`config.mk`:
```
export PLATFORM = sky130hd
export DESIGN_NAME = regfile_wb_arbiter_flat
export DESIGN_NICKNAME = d
export VERILOG_FILES = /design/src/rtl/regfile_wb_arbiter_if.sv /design/src/rtl/regfile_wb_arbiter.sv /design/src/flat_wrapper.sv
export SDC_FILE = /design/constraint.sdc
export NUM_CORES = 1
export LEC_CHECK = 0
export ABC_AREA = 1
export CELL_PAD_IN_SITES_DETAIL_PLACEMENT = 1
export CELL_PAD_IN_SITES_GLOBAL_PLACEMENT = 1
export CORE_MARGIN = 5
export CORE_UTILIZATION = 29
export DETAILED_ROUTE_END_ITERATION = 12
export PLACE_DENSITY = 0.86
export SYNTH_ARGS = -nofsm -noshare
export SYNTH_HDL_FRONTEND = slang
export SYNTH_SLANG_ARGS = --single-unit
```
`constraint.sdc`:
```
create_clock -name clk -period 1.63 [get_ports clk]
set_input_delay 0.2445 -clock clk [delete_from_list [all_inputs] [get_ports clk]]
set_output_delay 0.2445 -clock clk [all_outputs]
set_load 0.05 [all_outputs]
```
`src/rtl/regfile_wb_arbiter_if.sv`:
```
//==============================================================================
// Module      : regfile_wb_arbiter_if
// Description : Writeback bus bundle between the two writeback requesters
//               (ALU and memory/load path) and the register file write port.
//               master : requester side (drives valid/reg/data, sees ready and
//                        the registered write port)
//               slave  : arbiter side (grants requests, drives the write port)
// Ports       : alu_valid/alu_reg/alu_data/alu_ready, mem_valid/mem_reg/
//               mem_data/mem_ready, RegWrite/WriteRegister/WriteData
// Revision    : 1.0 - initial release
//==============================================================================
`default_nettype none

interface regfile_wb_if #(
    parameter int DATA_W = 64
);
    logic              alu_valid;
    logic [4:0]        alu_reg;
    logic [DATA_W-1:0] alu_data;
    logic              alu_ready;

    logic              mem_valid;
    logic [4:0]        mem_reg;
    logic [DATA_W-1:0] mem_data;
    logic              mem_ready;

    logic              RegWrite;
    logic [4:0]        WriteRegister;
    logic [DATA_W-1:0] WriteData;

    modport master (
        output alu_valid, alu_reg, alu_data,
        output mem_valid, mem_reg, mem_data,
        input  alu_ready, mem_ready,
        input  RegWrite, WriteRegister, WriteData
    );

    modport slave (
        input  alu_valid, alu_reg, alu_data,
        input  mem_valid, mem_reg, mem_data,
        output alu_ready, mem_ready,
        output RegWrite, WriteRegister, WriteData
    );
endinterface

`default_nettype wire

```
`src/rtl/regfile_wb_arbiter.sv`:
```
//==============================================================================
// Module      : regfile_wb_arbiter
// Description : Shares the single register-file write port between the ALU
//               and the load path with valid/ready handshakes and round-robin
//               arbitration, and keeps a busy scoreboard of registers with
//               writes in flight for decode-stage hazard stalls.
//               Register 31 is the zero register: writes to it are accepted
//               but never reach the register file, and it is never busy.
// Ports       : clk, reset (async, active-low)
//               Reserve, ReserveRegister       - mark a destination busy
//               ReadRegister1/2 -> Busy1/2     - combinational busy lookup
//               wb (slave)                     - requesters and write port
// Macro       : REGFILE_WB_FIXED_PRIO_EN - when defined, MEM always wins on
//               contention and the round-robin pointer is not built.
// Revision    : 1.0 - initial release
//==============================================================================
`default_nettype none

module regfile_wb_arbiter #(
    parameter int DATA_W = 64
) (
    input  wire logic       clk,
    input  wire logic       reset,
    input  wire logic       Reserve,
    input  wire logic [4:0] ReserveRegister,
    input  wire logic [4:0] ReadRegister1,
    input  wire logic [4:0] ReadRegister2,
    output logic            Busy1,
    output logic            Busy2,
    regfile_wb_if.slave     wb
);

    localparam logic [4:0] c_ZERO_REG = 5'd31;

    logic              grant_alu;
    logic              grant_mem;
    logic              xfer;
    logic [4:0]        sel_reg;
    logic [DATA_W-1:0] sel_data;

    logic              regwrite_q, regwrite_d;
    logic [4:0]        wreg_q, wreg_d;
    logic [DATA_W-1:0] wdata_q, wdata_d;
    logic [31:0]       busy_q, busy_d;

`ifndef REGFILE_WB_FIXED_PRIO_EN
    // 0 = ALU preferred on contention, 1 = MEM preferred
    logic              rr_q, rr_d;
`endif

    // Grant is purely combinational from the valids so ready follows valid
    // even while reset is asserted.
    always_comb begin
        grant_alu = 1'b0;
        grant_mem = 1'b0;
`ifdef REGFILE_WB_FIXED_PRIO_EN
        grant_mem = wb.mem_valid;
        grant_alu = wb.alu_valid && !wb.mem_valid;
`else
        grant_alu = wb.alu_valid && (!wb.mem_valid || !rr_q);
        grant_mem = wb.mem_valid && (!wb.alu_valid ||  rr_q);
`endif
    end

    assign wb.alu_ready = grant_alu;
    assign wb.mem_ready = grant_mem;

    assign xfer     = grant_alu || grant_mem;
    assign sel_reg  = grant_mem ? wb.mem_reg  : wb.alu_reg;
    assign sel_data = grant_mem ? wb.mem_data : wb.alu_data;

    always_comb begin
        regwrite_d = xfer && (sel_reg != c_ZERO_REG);
        wreg_d     = wreg_q;
        wdata_d    = wdata_q;
        if (xfer) begin
            wreg_d  = sel_reg;
            wdata_d = sel_data;
        end

        // Clear first so a same-cycle reserve of the same register wins.
        busy_d = busy_q;
        if (xfer) begin
            busy_d[sel_reg] = 1'b0;
        end
        if (Reserve && (ReserveRegister != c_ZERO_REG)) begin
            busy_d[ReserveRegister] = 1'b1;
        end
        busy_d[31] = 1'b0;

`ifndef REGFILE_WB_FIXED_PRIO_EN
        // Prefer whoever was not just served.
        rr_d = rr_q;
        if (grant_alu) begin
            rr_d = 1'b1;
        end else if (grant_mem) begin
            rr_d = 1'b0;
        end
`endif
    end

    always_ff @(posedge clk or negedge reset) begin
        if (!reset) begin
            regwrite_q <= 1'b0;
            wreg_q     <= 5'd0;
            wdata_q    <= '0;
            busy_q     <= 32'd0;
`ifndef REGFILE_WB_FIXED_PRIO_EN
            rr_q       <= 1'b0;
`endif
        end else begin
            regwrite_q <= regwrite_d;
            wreg_q     <= wreg_d;
            wdata_q    <= wdata_d;
            busy_q     <= busy_d;
`ifndef REGFILE_WB_FIXED_PRIO_EN
            rr_q       <= rr_d;
`endif
        end
    end

    assign wb.RegWrite      = regwrite_q;
    assign wb.WriteRegister = wreg_q;
    assign wb.WriteData     = wdata_q;

    // Registered busy bits only; a clear in this cycle is not bypassed.
    assign Busy1 = busy_q[ReadRegister1];
    assign Busy2 = busy_q[ReadRegister2];

endmodule

`default_nettype wire

```
`src/flat_wrapper.sv`:
```
// flat-port wrapper written by rule: the top's interface ports become plain ports
module regfile_wb_arbiter_flat 
#(
    parameter int DATA_W = 64
)
  (clk, reset, Reserve, ReserveRegister, ReadRegister1, ReadRegister2, Busy1, Busy2, wb_alu_valid, wb_alu_reg, wb_alu_data, wb_mem_valid, wb_mem_reg, wb_mem_data, wb_alu_ready, wb_mem_ready, wb_RegWrite, wb_WriteRegister, wb_WriteData);
  regfile_wb_if #(.DATA_W(DATA_W)) wb_i ();
  input  wire logic clk;
  input  wire logic reset;
  input  wire logic Reserve;
  input  wire logic [4:0] ReserveRegister;
  input  wire logic [4:0] ReadRegister1;
  input  wire logic [4:0] ReadRegister2;
  output logic Busy1;
  output logic Busy2;
  input wire logic [$bits(wb_i.alu_valid)-1:0] wb_alu_valid;
  input wire logic [$bits(wb_i.alu_reg)-1:0] wb_alu_reg;
  input wire logic [$bits(wb_i.alu_data)-1:0] wb_alu_data;
  input wire logic [$bits(wb_i.mem_valid)-1:0] wb_mem_valid;
  input wire logic [$bits(wb_i.mem_reg)-1:0] wb_mem_reg;
  input wire logic [$bits(wb_i.mem_data)-1:0] wb_mem_data;
  output wire logic [$bits(wb_i.alu_ready)-1:0] wb_alu_ready;
  output wire logic [$bits(wb_i.mem_ready)-1:0] wb_mem_ready;
  output wire logic [$bits(wb_i.RegWrite)-1:0] wb_RegWrite;
  output wire logic [$bits(wb_i.WriteRegister)-1:0] wb_WriteRegister;
  output wire logic [$bits(wb_i.WriteData)-1:0] wb_WriteData;
  assign wb_i.alu_valid = wb_alu_valid;
  assign wb_i.alu_reg = wb_alu_reg;
  assign wb_i.alu_data = wb_alu_data;
  assign wb_i.mem_valid = wb_mem_valid;
  assign wb_i.mem_reg = wb_mem_reg;
  assign wb_i.mem_data = wb_mem_data;
  assign wb_alu_ready = wb_i.alu_ready;
  assign wb_mem_ready = wb_i.mem_ready;
  assign wb_RegWrite = wb_i.RegWrite;
  assign wb_WriteRegister = wb_i.WriteRegister;
  assign wb_WriteData = wb_i.WriteData;
  regfile_wb_arbiter #(.DATA_W(DATA_W)) u_core (.clk(clk), .reset(reset), .Reserve(Reserve), .ReserveRegister(ReserveRegister), .ReadRegister1(ReadRegister1), .ReadRegister2(ReadRegister2), .Busy1(Busy1), .Busy2(Busy2), .wb(wb_i));
endmodule
```
---- Word level (Yosys, flattened, before mapping) ----
Index checks and enable logic that the tools add are counted.
storage, ports and cells
  flip-flop bits (word level) ............. 102
  bits of input ports ..................... 158
  word-level logic and storage cells ...... 43
cells by class
  order comparisons ....................... 6
  equality and inequality tests ........... 2
  muxes and demuxes ....................... 14
  bitwise logic cells ..................... 3
  reduce and logical (&&, ||, !) cells .... 13
operators with widths
  kind                  number
  $mux W64              1
  $mux W31              2
  $and A31 B31 Y31      1
  $not A31 Y31          1
  $or A31 B31 Y31       1
  $lt A5 B6 Y1 const B  4
  $bmux W1 S5           2
  $demux W1 S5          2
  $ge A5 B1 Y1 const B  2
  $ne A5 B5 Y1 const B  2
  $logic_and A1 B1 Y1   6
  $mux W1               6
  $mux W5               1
  $logic_not A1 Y1      3
  $logic_or A1 B1 Y1    3
  $reduce_bool A2 Y1    1

---- Logic depth before layout (Yosys ltp) ----
  word-level depth ........................ 13
  gate-level depth with buffers ........... 11
  mapped depth without buffers ............ 10

---- Least setup slack after synthesis ----
Ideal clock, no wire load.
  kind .................................... in2out
  start point ............................. input ReadRegister1[0]
  end point ............................... output Busy1
  arrival ................................. 1381 ps
  data required time ...................... 1385 ps
  setup slack ............................. 4 ps
  stages on the path ...................... 10
  buffers on the path ..................... 2
  path through ............................ buf_2 -> clkbuf_1 -> nand2_1 -> nand3_1 -> nand3_1 -> nand2_1 -> nand2_1 -> nand2_1 -> nand2_1 -> nand2_1
between the ends
  longest elaborated chain between the ends .. 2
RTL lines
  item                           line                       text
  start, declared                flat_wrapper.sv:12         input wire logic [4:0] ReadRegister1;
  $bmux W1 S5                    regfile_wb_arbiter.sv:127  assign Busy1 = busy_q[ReadRegister1];
  $mux W1 (not written as such)  regfile_wb_arbiter.sv:127
  end, declared                  flat_wrapper.sv:14         output logic Busy1;
Every way passes these cells. The select of a mux whose other input is x is not followed.

---- Worst setup path in the final report ----
  start point ............................. register u_core.busy_q[3]
  end point ............................... output Busy1
between the ends
  longest elaborated chain between the ends .. 2
RTL lines
  item                           line                       text
  start, declared                regfile_wb_arbiter.sv:44   logic [31:0] busy_q, busy_d;
  start signal, assigned         regfile_wb_arbiter.sv:115  busy_q <= busy_d;
  $bmux W1 S5                    regfile_wb_arbiter.sv:127
  $mux W1 (not written as such)  regfile_wb_arbiter.sv:127
Every way passes these cells. The select of a mux whose other input is x is not followed.

==> metrics <==
status=finished with violations; failing checks=negative setup slack; top-count cell post-synth=nand2_1; crit path cell chain=nand2_1 -> nand3_1 -> nand3_1 -> nand2_1 -> nand2_1 -> nand2_1 -> nand2_1 -> nand2_2 -> buf_12; Critical-path top delay cell=dfrtp_1; Netlist cell types=20; Top cell by count, worst path=nand2_1; Int Pwr=5.72 mW; # rows=49; Post-layout nets=1,178; CTS Root Cell=clkbuf_16; CTS Sinks=102; area of the multi-input gates=2720 µm²; Synth Instances=756; initial drt markers=281; pwr dens=1060 nW/µm²; first-pass GRT wire length=36,700 µm; Fillers=2,217; switching share of power=0.388; RSZ-0062 raised after global routing=true; wire per inst=19.2 µm; post-synthesis sequential area ratio=0.474; total grt overflow=0; I/O Buffers=231; Clk pwr share=0.256; Min Hold Slack=0.274 ns; Final Hold Fails=0; Final Core Density=0.485; Worst VDD drop=0.527 mV; EDFF count, synth=0; r2r setup slk=0.06 ns; #FFs+latches synth=102; GP Congestion=0.854; Comb power frac=0.373; switching pwr=3.63 mW; Avg Inst Size Synth=7.13 µm²; insertion delay to the later sink of the worst-skew pair=0.35 ns; YS warnings=0; post-synth top area cell=dfrtp_1; die height=146 µm; core area=18,100 µm²; total die area=21,400 µm²; FF-to-FF path depth=9; Initial Utilization=0.297; Setup crit end kind=output port; area occupied by registers=2550 µm²; crit path buf inv count=1; 1st-pass router iterations=4; Net Count, Synth=914; number of global-route vias before repair=6,735; DP HPWL=18,200 µm; final WL=24,100 µm; Synth Cell Area=5390 µm²; Setup WS pre-CTS=-0.400 ns; vias after detailed routing=6,266; CTS buffer count=9; Layout area overhead=63.4%; CP Data Arrival Time=1.52 ns; worst endpoint required time=1.39 ns; final clock skew=0.00741 ns; R2R Path Start=u_core.rr_q$_DFFE_PN0N_; register share of total power=0.370; largest net degree at the start of global routing=55; CP Launch Type=register; final setup violating endpoints=2; FF-to-FF End=u_core.busy_q[0]$_DFF_PN0_; share of layout cells above drive strength 1=0.199; MaxCap Viol Count=0; Most used DFF post-synth=dfrtp_1; Leak Pwr=4.10 nW; H-tree Lvls=3; DRC viols=0; clock tree buffer depth=2; CP delay by family, top=simple AND/OR/NAND/NOR gates; I/O pins=232; Die W=146 µm; Max Slew Vio Count=0; min-delay worst type=in2async; clk slew on worst S/H paths=0.08 ns; worst-path maximum fanout=3; area fraction of the dominant cell type after synthesis=0.474; FMAX=568 MHz; CP Launch Point=u_core.busy_q[3]$_DFF_PN0_; DR vias/cell=4.98; antenna violations before repair=4; Least-Margin Pin Slew=0.343 ns; post-layout minimum cycle time=1.76 ns; global-route usage over all layers=0.216; slew margin rel.=0.771; slowest stage delay, CP=0.44 ns; ANT nets after route=0; crit path kind=reg2out; Synth async-reset ratio=1.00; final setup margin=-0.132 ns; largest cells by area after synthesis=dfrtp_1 (47%), nand2_1 (25%), a31oi_1 (7.2%), nand3_1 (5.4%), nor2_1 (5.4%); period utilization=1.08; CTS tree=yes; synth cell count leaders=nand2_1 (359), dfrtp_1 (102), nor2_1 (77)
==> state kept, by name (all words and copies together) (netlist names) <==
name                     count
u_core.wb.WriteData         64
u_core.busy_q               31
u_core.wb.WriteRegister      5
u_core.rr_q                  1
u_core.wb.RegWrite           1
==> final cells by class <==
cell class	instances	share of cell area
timing repair buffer	288	0.314
inverter	30	0.0146
clock inverter	7	0.0111
tap	229	0.0325
timing repair inverter	2	0.00170
clock buffer	9	0.0256
antenna	4	0.00114
sequential	102	0.290
multi-input combinational	587	0.309
==> stage by stage <==
step | area, µm² | TNS (ns) | cells | power (mW)
after floorplan | 5390 | 0 | 756 | 5.19
after detailed placement | 8070 | -26.36 | 1221 | 6.73
after CTS | 8490 | -0.158 | 1244 | 9.18
after global placement | 8070 | -20.88 | 1221 | 6.62
after global routing | 8810 | -0.854 | 1258 | 9.80
final | 8810 | -0.252 | 1258 | 9.35
==> logic make-up (layout without fill, tap and decap cells) <==
kind of cell	after synthesis	count (layout)	synth area share
AOI/OAI and AO/OA	76	76	0.0878
buffers and inverters	68	336	0.0583
DFF	102	102	0.474
other	0	4	0
and+or+nand+nor	510	511	0.380
==> power groups by stage <==
stage               registers (mW)  logic [mW]  clock network, mW
CTS                           3.44        3.31               2.43
detailed placement            3.48        3.25                  0
finish                        3.46        3.49               2.40
floorplan                     4.17        1.03                  0
global placement              3.46        3.16                  0
global route                  3.51        3.74               2.55
==> cell usage in the layout, fill, tap and decap left out, types with 2 or more instances in the layout <==
master,instances
nand2_1,342
clkdlybuf4s50_1,148
buf_4,108
dfrtp_1,101
nor2_1,76
a31oi_1,62
nand3_1,50
inv_1,21
nand2_2,16
nor2_4,12
clkbuf_16,11
buf_12,11
buf_6,9
clkinvlp_4,7
o21ai_0,7
nand3_2,6
diode_2,4
a21oi_1,4
inv_2,4
dlygate4sd2_1,4
nand2_8,3
inv_4,2
nand3_4,2
nand3b_1,2
bufinv_16,2
==> worst reg2reg max path, stage by stage (launching register included) <==
cell	delay, ns
dfrtp_1	0.39
inv_4	0.07
a21oi_4	0.23
nand2_1	0.10
nand2_2	0.10
nand2_2	0.07
nor2_4	0.26
nand2_1	0.11
nand2_1	0.08
nand2_1	0.05
==> what timing repair did <==
item / 4_1_cts / 5_1_grt
pin swaps: 6 / 29
setup endpoints to repair: 5 / 45
cloned: 2 / 3
endpoints found under the hold margin: 48 / 0
setup buffers: 4 / 7
hold buffers: 1 / 0
gates resized for setup: 30 / 54
==> metal layers <==
metal	routed length, µm	share of wire	GRT usage
met1	8840	0.37	0.234
met2	12400	0.52	0.380
met3	1890	0.078	0.0672
met4	949	0.039	0.106
met5	0	0	0
==> worst max-delay path by stage <==
stage / cells after the start / slack, ns / endpoint
6_report: 9 / -0.13 / Busy1
3_5_place_dp: 11 / -0.40 / Busy1
4_1_cts: 9 / -0.09 / Busy1
5_1_grt: 9 / -0.24 / Busy2
2_1_floorplan: 10 / 0.004 / Busy1
3_3_place_gp: 11 / -0.33 / Busy2
Note: power is estimated with default switching activity, not from simulation.
